===== src/rtl/riscv_pkg.sv =====
// Shared RISC-V decode constants: major opcodes, immediate-format select
// encoding and the canonical NOP used to fill empty decode-queue slots.
package riscv_pkg;

   localparam logic [6:0] OP_LOAD   = 7'b0000011;
   localparam logic [6:0] OP_FENCE  = 7'b0001111;
   localparam logic [6:0] OP_IMM    = 7'b0010011;
   localparam logic [6:0] OP_AUIPC  = 7'b0010111;
   localparam logic [6:0] OP_STORE  = 7'b0100011;
   localparam logic [6:0] OP_OP     = 7'b0110011;
   localparam logic [6:0] OP_LUI    = 7'b0110111;
   localparam logic [6:0] OP_BRANCH = 7'b1100011;
   localparam logic [6:0] OP_JALR   = 7'b1100111;
   localparam logic [6:0] OP_JAL    = 7'b1101111;
   localparam logic [6:0] OP_SYSTEM = 7'b1110011;

   localparam logic [31:0] NOP_INST = 32'h0000_0013;

   typedef enum logic [2:0] {
      IMM_I   = 3'b000,
      IMM_S   = 3'b001,
      IMM_B   = 3'b010,
      IMM_J   = 3'b011,
      IMM_U   = 3'b100,
      IMM_CSR = 3'b101
   } imm_sel_e;

endpackage


===== src/rtl/imm_sel_decode.sv =====
// Combinational opcode decode: immediate-format select for the immediate
// generator plus an illegal flag for opcodes this core does not implement.
module imm_sel_decode
   import riscv_pkg::*;
(
   input  logic [6:0] i_opcode,
   output logic [2:0] o_imm_sel,
   output logic       o_illegal
);

   // Register-register ops and FENCE carry no immediate; select I as a harmless default.
   always_comb begin
      o_imm_sel = IMM_I;
      o_illegal = 1'b0;
      case (i_opcode)
         OP_IMM, OP_LOAD, OP_JALR: o_imm_sel = IMM_I;
         OP_STORE:                 o_imm_sel = IMM_S;
         OP_BRANCH:                o_imm_sel = IMM_B;
         OP_JAL:                   o_imm_sel = IMM_J;
         OP_LUI, OP_AUIPC:         o_imm_sel = IMM_U;
         OP_SYSTEM:                o_imm_sel = IMM_CSR;
         OP_OP, OP_FENCE:          o_imm_sel = IMM_I;
         default: begin
            o_imm_sel = IMM_I;
            o_illegal = 1'b1;
         end
      endcase
   end

endmodule


===== src/rtl/decode_queue_ctrl.sv =====
// Two-entry fetch-to-decode queue. The head slot drives the outputs directly,
// so nothing on in_* reaches out_* without passing through a register.
module decode_queue_ctrl
   import riscv_pkg::*;
#(
   parameter int DW    = 32,
   parameter int DEPTH = 2
) (
   input  logic          clk,
   input  logic          rst,
   input  logic          in_valid,
   output logic          in_ready,
   input  logic [DW-1:0] in_inst,
   input  logic [DW-1:0] in_pc,
   input  logic          flush,
   output logic          out_valid,
   input  logic          out_ready,
   output logic [DW-1:0] out_inst,
   output logic [DW-1:0] out_pc,
   output logic [2:0]    out_imm_sel,
   output logic          out_illegal
);

   localparam logic [1:0]    FULL_CNT = 2'(DEPTH);
   localparam logic [DW-1:0] NOP_W    = DW'(NOP_INST);

   logic [1:0]    r_count;
   logic [DW-1:0] r_head_inst, r_head_pc, r_tail_inst, r_tail_pc;
   logic [2:0]    r_head_sel, r_tail_sel;
   logic          r_head_ill, r_tail_ill;

   logic [1:0]    w_count_nx;
   logic [DW-1:0] w_head_inst_nx, w_head_pc_nx, w_tail_inst_nx, w_tail_pc_nx;
   logic [2:0]    w_head_sel_nx, w_tail_sel_nx;
   logic          w_head_ill_nx, w_tail_ill_nx;

   logic [2:0]    w_new_sel;
   logic          w_new_ill;
   logic          w_push, w_pop;

   imm_sel_decode u_imm_sel_decode (
      .i_opcode  (in_inst[6:0]),
      .o_imm_sel (w_new_sel),
      .o_illegal (w_new_ill)
   );

   assign in_ready  = (r_count != FULL_CNT);
   assign out_valid = (r_count != 2'd0);
   assign w_push    = in_valid && in_ready && !flush;
   assign w_pop     = out_valid && out_ready && !flush;

   // Vacated slots are refilled with NOP so the empty-queue outputs come straight from the head.
   always_comb begin
      w_count_nx     = r_count;
      w_head_inst_nx = r_head_inst;
      w_head_pc_nx   = r_head_pc;
      w_head_sel_nx  = r_head_sel;
      w_head_ill_nx  = r_head_ill;
      w_tail_inst_nx = r_tail_inst;
      w_tail_pc_nx   = r_tail_pc;
      w_tail_sel_nx  = r_tail_sel;
      w_tail_ill_nx  = r_tail_ill;
      if (flush) begin
         w_count_nx     = 2'd0;
         w_head_inst_nx = NOP_W;
         w_head_pc_nx   = '0;
         w_head_sel_nx  = IMM_I;
         w_head_ill_nx  = 1'b0;
         w_tail_inst_nx = NOP_W;
         w_tail_pc_nx   = '0;
         w_tail_sel_nx  = IMM_I;
         w_tail_ill_nx  = 1'b0;
      end else begin
         case (r_count)
            2'd0: begin
               if (w_push) begin
                  w_count_nx     = 2'd1;
                  w_head_inst_nx = in_inst;
                  w_head_pc_nx   = in_pc;
                  w_head_sel_nx  = w_new_sel;
                  w_head_ill_nx  = w_new_ill;
               end else begin
                  w_count_nx = 2'd0;
               end
            end
            2'd1: begin
               case ({w_push, w_pop})
                  2'b11: begin
                     w_head_inst_nx = in_inst;
                     w_head_pc_nx   = in_pc;
                     w_head_sel_nx  = w_new_sel;
                     w_head_ill_nx  = w_new_ill;
                  end
                  2'b10: begin
                     w_count_nx     = 2'd2;
                     w_tail_inst_nx = in_inst;
                     w_tail_pc_nx   = in_pc;
                     w_tail_sel_nx  = w_new_sel;
                     w_tail_ill_nx  = w_new_ill;
                  end
                  2'b01: begin
                     w_count_nx     = 2'd0;
                     w_head_inst_nx = NOP_W;
                     w_head_pc_nx   = '0;
                     w_head_sel_nx  = IMM_I;
                     w_head_ill_nx  = 1'b0;
                  end
                  default: w_count_nx = 2'd1;
               endcase
            end
            2'd2: begin
               if (w_pop) begin
                  w_count_nx     = 2'd1;
                  w_head_inst_nx = r_tail_inst;
                  w_head_pc_nx   = r_tail_pc;
                  w_head_sel_nx  = r_tail_sel;
                  w_head_ill_nx  = r_tail_ill;
                  w_tail_inst_nx = NOP_W;
                  w_tail_pc_nx   = '0;
                  w_tail_sel_nx  = IMM_I;
                  w_tail_ill_nx  = 1'b0;
               end else begin
                  w_count_nx = 2'd2;
               end
            end
            default: begin
               w_count_nx     = 2'd0;
               w_head_inst_nx = NOP_W;
               w_head_pc_nx   = '0;
               w_head_sel_nx  = IMM_I;
               w_head_ill_nx  = 1'b0;
               w_tail_inst_nx = NOP_W;
               w_tail_pc_nx   = '0;
               w_tail_sel_nx  = IMM_I;
               w_tail_ill_nx  = 1'b0;
            end
         endcase
      end
   end

   // Slot and count registers; reset dominates flush, push and pop.
   always_ff @(posedge clk) begin
      if (rst) begin
         r_count     <= 2'd0;
         r_head_inst <= NOP_W;
         r_head_pc   <= '0;
         r_head_sel  <= IMM_I;
         r_head_ill  <= 1'b0;
         r_tail_inst <= NOP_W;
         r_tail_pc   <= '0;
         r_tail_sel  <= IMM_I;
         r_tail_ill  <= 1'b0;
      end else begin
         r_count     <= w_count_nx;
         r_head_inst <= w_head_inst_nx;
         r_head_pc   <= w_head_pc_nx;
         r_head_sel  <= w_head_sel_nx;
         r_head_ill  <= w_head_ill_nx;
         r_tail_inst <= w_tail_inst_nx;
         r_tail_pc   <= w_tail_pc_nx;
         r_tail_sel  <= w_tail_sel_nx;
         r_tail_ill  <= w_tail_ill_nx;
      end
   end

   assign out_inst    = r_head_inst;
   assign out_pc      = r_head_pc;
   assign out_imm_sel = r_head_sel;
   assign out_illegal = r_head_ill;

endmodule


===== config.mk =====
export PLATFORM = sky130hd
export DESIGN_NAME = decode_queue_ctrl
export DESIGN_NICKNAME = d
export VERILOG_FILES = /design/src/rtl/riscv_pkg.sv /design/src/rtl/imm_sel_decode.sv /design/src/rtl/decode_queue_ctrl.sv
export SDC_FILE = /design/constraint.sdc
export NUM_CORES = 1
export LEC_CHECK = 0
export ABC_AREA = 1
export CELL_PAD_IN_SITES_DETAIL_PLACEMENT = 0
export CELL_PAD_IN_SITES_GLOBAL_PLACEMENT = 2
export CORE_MARGIN = 5
export CORE_UTILIZATION = 28
export CTS_CLUSTER_SIZE = 14
export DETAILED_ROUTE_END_ITERATION = 16
export GPL_ROUTABILITY_DRIVEN = 0
export MAX_ROUTING_LAYER = met4
export PLACE_DENSITY = 0.86
export SYNTH_ARGS = -nofsm -noshare
export SYNTH_HDL_FRONTEND = slang
export SYNTH_SLANG_ARGS = --single-unit

===== constraint.sdc =====
create_clock -name clk -period 2.3 [get_ports clk]
set_input_delay 0.69 -clock clk [delete_from_list [all_inputs] [get_ports clk]]
set_output_delay 0.69 -clock clk [all_outputs]
set_load 0.02 [all_outputs]

== After elaboration in Yosys (flattened, before gate mapping) ==
Index checks and enable logic that the tools add are counted.

* Output and inout bits: 70
* Register bits after elaboration: 138
* Word-level logic and storage cells: 78
* Input port bits: 69

* Equality and inequality tests: 22
* Bitwise gates (word level): 1
* Muxes and demuxes: 34
* Reduce and logical (&&, ||, !) cells: 12

{| class="wikitable"
|+ Operators by type and width
! cell !! number
|-
| $pmux 32 s3 || 4
|-
| $mux 32 || 8
|-
| $pmux 32 s2 || 2
|-
| $eq 7x7->1 const B || 4
|-
| $eq 7x6->1 const B || 3
|-
| $pmux 3 s3 || 2
|-
| $pmux 3 s5 || 1
|-
| $eq 7x5->1 const B || 2
|-
| $mux 3 || 4
|-
| $pmux 2 s3 || 2
|-
| $reduce_or 11->1 || 1
|-
| $ne 2x2->1 const B || 5
|-
| $eq 7x2->1 const B || 1
|-
| $eq 7x4->1 const B || 1
|-
| $eq 2x2->1 const B || 3
|-
| $mux 1 || 6
|-
| $pmux 1 s3 || 2
|-
| $pmux 3 s2 || 1
|-
| $reduce_and 3->1 || 2
|-
| $eq 2x1->1 const B || 2
|-
| $logic_and 1x1->1 || 4
|-
| $reduce_or 2->1 || 2
|-
| $ne 3x1->1 const B || 1
|-
| $logic_not 2->1 || 1
|-
| 5 further kinds || 5
|}

== Longest topological paths before layout ==
* Depth after elaboration: 6
* Mapped depth: 14

== Modules after synthesis ==
Synthesis repeated with hierarchy kept, for this count alone.

* Cell total of the unflattened synthesis: 1296
* Area total of the unflattened synthesis: 7454.6 µm²

{| class="wikitable"
|+ Modules (own cells, without submodules)
! module !! area each (µm²) !! sequential area each (µm²) !! cells each !! instances
|-
| decode_queue_ctrl || 7303.3 || 2762.6 || 1263 || 1
|-
| imm_sel_decode || 151.4 || 0.0 || 33 || 1
|}

== Worst setup path before layout ==
Ideal clock, no wire load.

* Path kind: input -> register
* Start: in flush
* End: reg r_head_inst[31], in the netlist out_inst[31]
* Required time: 2.168 ns
* Arrival time: 1.955 ns
* Stages on the path: 11
* Path slack: 0.213 ns
* Path through: inv_1 nand2_1 nor2_1 ha_1 inv_1 o21ai_2 inv_2 buf_2 a22o_1 nand2_1 a21oi_1

* Longest elaborated chain between the ends: 5

{| class="wikitable"
|+ Ends and longest elaborated chain
! what !! line !! source
|-
| start: declaration || decode_queue_ctrl.sv:15 || <nowiki>input logic flush,</nowiki>
|-
| $logic_not 1->1 || decode_queue_ctrl.sv:49, decode_queue_ctrl.sv:50 ||
|-
| $logic_and 1x1->1 (on tied branches) || decode_queue_ctrl.sv:50, decode_queue_ctrl.sv:49 ||
|-
| $eq 2x1->1 or $eq 2x2->1 (tied branches) || decode_queue_ctrl.sv:87 || <nowiki>case ({w_push, w_pop})</nowiki>
|-
| $pmux 32 s2 or $ne 3x1->1 (tied branches) || n/a ||
|-
| $pmux 32 s3 or $reduce_and 3->1 (tied branches) || n/a ||
|-
| end signal: assignment || decode_queue_ctrl.sv:155 || <nowiki>r_head_inst <= w_head_inst_nx;</nowiki>
|-
| end: declaration || decode_queue_ctrl.sv:28 || <nowiki>logic [DW-1:0] r_head_inst, r_head_pc, r_tail_inst, r_tail_pc;</nowiki>
|}

Several ways; a longest one is shown, not always the timed one.
A chain may end at the register's enable or synchronous reset.

== Worst setup path in the final report ==
* Start: reg r_count[1]
* End: out out_valid

* Longest elaborated chain between the ends: 1

{| class="wikitable"
|+ Ends and longest elaborated chain
! what !! line !! source
|-
| start: declaration || decode_queue_ctrl.sv:27 || <nowiki>logic [1:0] r_count;</nowiki>
|-
| start signal: assignment || decode_queue_ctrl.sv:154 || <nowiki>r_count <= w_count_nx;</nowiki>
|-
| $reduce_bool 2->1 || decode_queue_ctrl.sv:48 || <nowiki>assign out_valid = (r_count != 2'd0);</nowiki>
|-
| end: declaration || decode_queue_ctrl.sv:16 || <nowiki>output logic out_valid,</nowiki>
|}

No other way between the ends.

==> flow_summary_export.csv <==
group,metric,value,unit
outcome,status,"complete, no violations",
power_and_ir_drop,cellLeakagePower,3.17,nW
route,antenna_left,0,
finish,antenna_cells,0,
cts,clk_latency,0.42,ns
die,die-area,24200,um2
global_route,grtUsageTotal,15.2,%
timing,final.period_utilization,95.7,%
worst_setup_path,crit_fanout,9,
worst_setup_path,required,1.61,ns
worst_setup_path,cp.buffers_inverters,3,
yosys,yosys.area.top_type_share,46.5,%
timing,worst_pin_slew,0.641,ns
placement,port_buffers,138,
worst_setup_path,crit_slowest_cell,"dlygate4sd2_1",
cts,cts_buffers,17,
timing,fin_ws,0.0990,ns
route,drt-initial-drc-count,225,
finish,fillers,2211,
route,drt-wirelength-per-cell,14.7,um
yosys,synth_top_flop_cell,"dfxtp_1",
timing,setup_viol_count_final,0,
yosys,synthTopCellsByArea,"dfxtp_1 46%, nand2_1 14%, a21oi_1 11%",
route,wl,18100,um
min_path,hold_class,"reg2reg",
global_route,grt_antenna_before_repair,0,
worst_setup_path,worstPathCellList,"buf_4 > nor2_2 > inv_1 > dlygate4sd2_1",
global_route,grt_pass1_wl,28900,um
timing,hold_viol,0,
yosys,syn_area_per_cell,7.38,um2
global_route,grt.overflow.total,0,
timing,slew_violations,0,
timing,fmax,454,MHz
global_route,grt_max_degree,58,
global_route,grt_pass1_vias,5555,
die,die_w,156,um
power_and_ir_drop,peakVddDrop,0.000466,V
finish,finalNonFillerCells,1230,
yosys,synthArstFlopShare,0,%
cts,cts_buffer_depth,2,
cts,cts_num_sinks,138,
power_and_ir_drop,p_per_area,685,nW/um2
route,vias,5633,
die,initial_core_util,28.4,%
finish,drive_gt1_share,9.42,%
die,rows,53,
worst_setup_path,crit_type,"reg2out",
die,fp.dieH,156,um
route,drc,0,
cts,cts_tree,"done",
finish,area_delta_synth_final,43.2,%
timing,period_needed,2.20,ns
placement,dpl.cell_count,1192,
cts,cts.hold.buffers_added,0,
yosys,syn_inst,806,
yosys,synth.cell_area,5940,um2
run,maxCapViolCount,0,
yosys,yosys.cell_types.count,23,
yosys,synth_edf_count,0,
worst_setup_path,path_delay_family,"buffers and inverters",
yosys,syn-num-nets,879,
worst_setup_path,cp-start-kind,"flop",
yosys,synth_area_leader_cell,"dfxtp_1",
die,core_region_area,21000,um2
worst_setup_path,slowest_delay,0.33,ns
worst_setup_path,endpoint_kind,"output pin",
yosys,yosysWarnings,0,
timing,timing.slew.headroom,57.3,%
worst_setup_path,crit_arrival,1.51,ns
finish,fin_nets,1015,
cts,root_buffer,"clkbuf_16",
placement,dp_hpwl,11600,um
die,ios,139,
cts,clk_pin_slew_worst_paths,0.06,ns
timing,skew,0.00839,ns
cts,cts-htree-levels,4,
yosys,synth-seq-cells,138,
route,vias_per_cell,4.58,
placement,pre_cts_slack,-0.438,ns
route,dr.pass1.iters,4,
yosys,ys_seq_area_share,46.5,%
-- layout make-up --
| cell class | count | area, um2 | share of cell area [%] |
|---|---|---|---|
| Sequential cell | 138 | 2760 | 32.5 |
| Multi-Input combinational cell | 532 | 2650 | 31.1 |
| Timing Repair Buffer | 176 | 1880 | 22.1 |
| Clock buffer | 21 | 460 | 5.41 |
| Tap cell | 275 | 344 | 4.04 |
| Inverter | 77 | 292 | 3.43 |
| Clock inverter | 11 | 121 | 1.43 |
-- cells in the final DEF, fill, tap and decap left out, types with 2 or more instances in the layout --
| cell type | Yosys | layout |
|---|---|---|
| clkbuf_16 | 0 | 19 |
| nor2_2 | 2 | 2 |
| bufinv_16 | 0 | 2 |
| inv_1 | 73 | 72 |
| clkinv_2 | 0 | 4 |
| inv_2 | 4 | 4 |
| o21ai_2 | 1 | 2 |
| nand2_2 | 2 | 2 |
| dfxtp_1 | 138 | 137 |
| a21oi_1 | 133 | 132 |
| nand3_1 | 16 | 15 |
| nor2_4 | 0 | 3 |
| buf_12 | 0 | 13 |
| clkbuf_8 | 0 | 2 |
| clkinv_4 | 0 | 3 |
| a22o_1 | 6 | 6 |
| buf_4 | 11 | 19 |
| ha_1 | 4 | 3 |
| a211oi_1 | 57 | 56 |
| nor2_1 | 17 | 14 |
| nand2_1 | 229 | 228 |
| clkdlybuf4s50_1 | 0 | 135 |
| dlygate4sd2_1 | 0 | 2 |
| clkinvlp_4 | 0 | 2 |
| o221ai_1 | 3 | 3 |
| buf_6 | 1 | 4 |
| clkbuf_1 | 23 | 2 |
| o22ai_1 | 5 | 5 |
| o21ai_0 | 54 | 54 |
-- worst reg2reg max path, stage by stage (launching register included) --
cell       delay, ns
dfxtp_1         0.34
buf_4           0.22
nor2_2          0.08
nor2_2          0.14
ha_2            0.20
inv_1           0.06
nand3_2         0.09
nand3_4         0.11
a21oi_4         0.19
buf_6           0.15
clkbuf_16       0.16
nand2_1         0.05
a21oi_1         0.13
-- final timing paths --
kind / slack (ns) / to / cells after the start / start
worst max-delay path: 0.1 / out_valid / 4 / r_count[1]
worst max register to register: 0.32 / out_inst[3] / 12 / r_count[1]
worst min-delay path: 0.45 / r_tail_pc[21] / 2 / r_tail_pc[21]
worst min register to register: 0.45 / r_tail_pc[21] / 2 / r_tail_pc[21]
-- through the flow --
stage / cell area [um2] / utilization (%) / total power, W / TNS (ns) / hold slack (ns)
final: 8510 / 40.6 / 0.00583 / 0 / 0.454
after global routing: 8510 / 40.6 / 0.00608 / -0.00144 / 0.472
after CTS: 8380 / 40.0 / 0.00588 / 0 / 0.458
after detailed placement: 7790 / 37.2 / 0.00313 / -53.06 / 0.447
after global placement: 7790 / 37.2 / 0.00314 / -46.48 / 0.442
after floorplan: 5940 / - / 0.00281 / 0 / 0.431
-- registers in the layout, summed over array words and instances (netlist names) --
signal,cells
out_illegal,1
out_imm_sel,3
out_inst,32
out_pc,32
r_count,2
r_tail_ill,1
r_tail_inst,32
r_tail_pc,32
r_tail_sel,3
-- power by group --
part           leakage (nW)  switching (W)  internal (W)  total [W]
logic                  1.77       0.000348      0.000309   0.000657
registers              1.12      0.0000218       0.00243    0.00246
clock network         0.283        0.00107       0.00165    0.00272
-- synth_stat cells (3+ instances only) --
master,instances
nand2_1,229
dfxtp_1,138
a21oi_1,133
inv_1,73
a211oi_1,57
o21ai_0,54
buf_2,24
clkbuf_1,23
nor2_1,17
nand3_1,16
buf_4,11
a22o_1,6
o22ai_1,5
ha_1,4
inv_2,4
o221ai_1,3
-- cell families after synthesis --
kind of cell | synth area share, %
simple gates | 17.5
flops | 46.5
fa+ha+maj | 0.842
buf+inv | 9.91
compound gates | 25.3
-- metal layers --
| metal | wire length [um] | global-route usage (%) | vias up |
|---|---|---|---|
| li1 | - | - | 2938 |
| met5 | 0 | - | - |
| met2 | 8280 | 23.8 | 113 |
| met3 | 864 | 3.74 | 18 |
| met4 | 261 | 4.38 | 0 |
| met1 | 8710 | 19.6 | 2564 |
-- what timing repair did --
action | 4_1_cts | 5_1_grt
gates resized for setup | 5 | 14
gates cloned | 0 | 3
setup buffers | 0 | 3
pin swaps | 0 | 3
setup endpoints to repair | 3 | 130
Power figures use the tool's default switching activity.
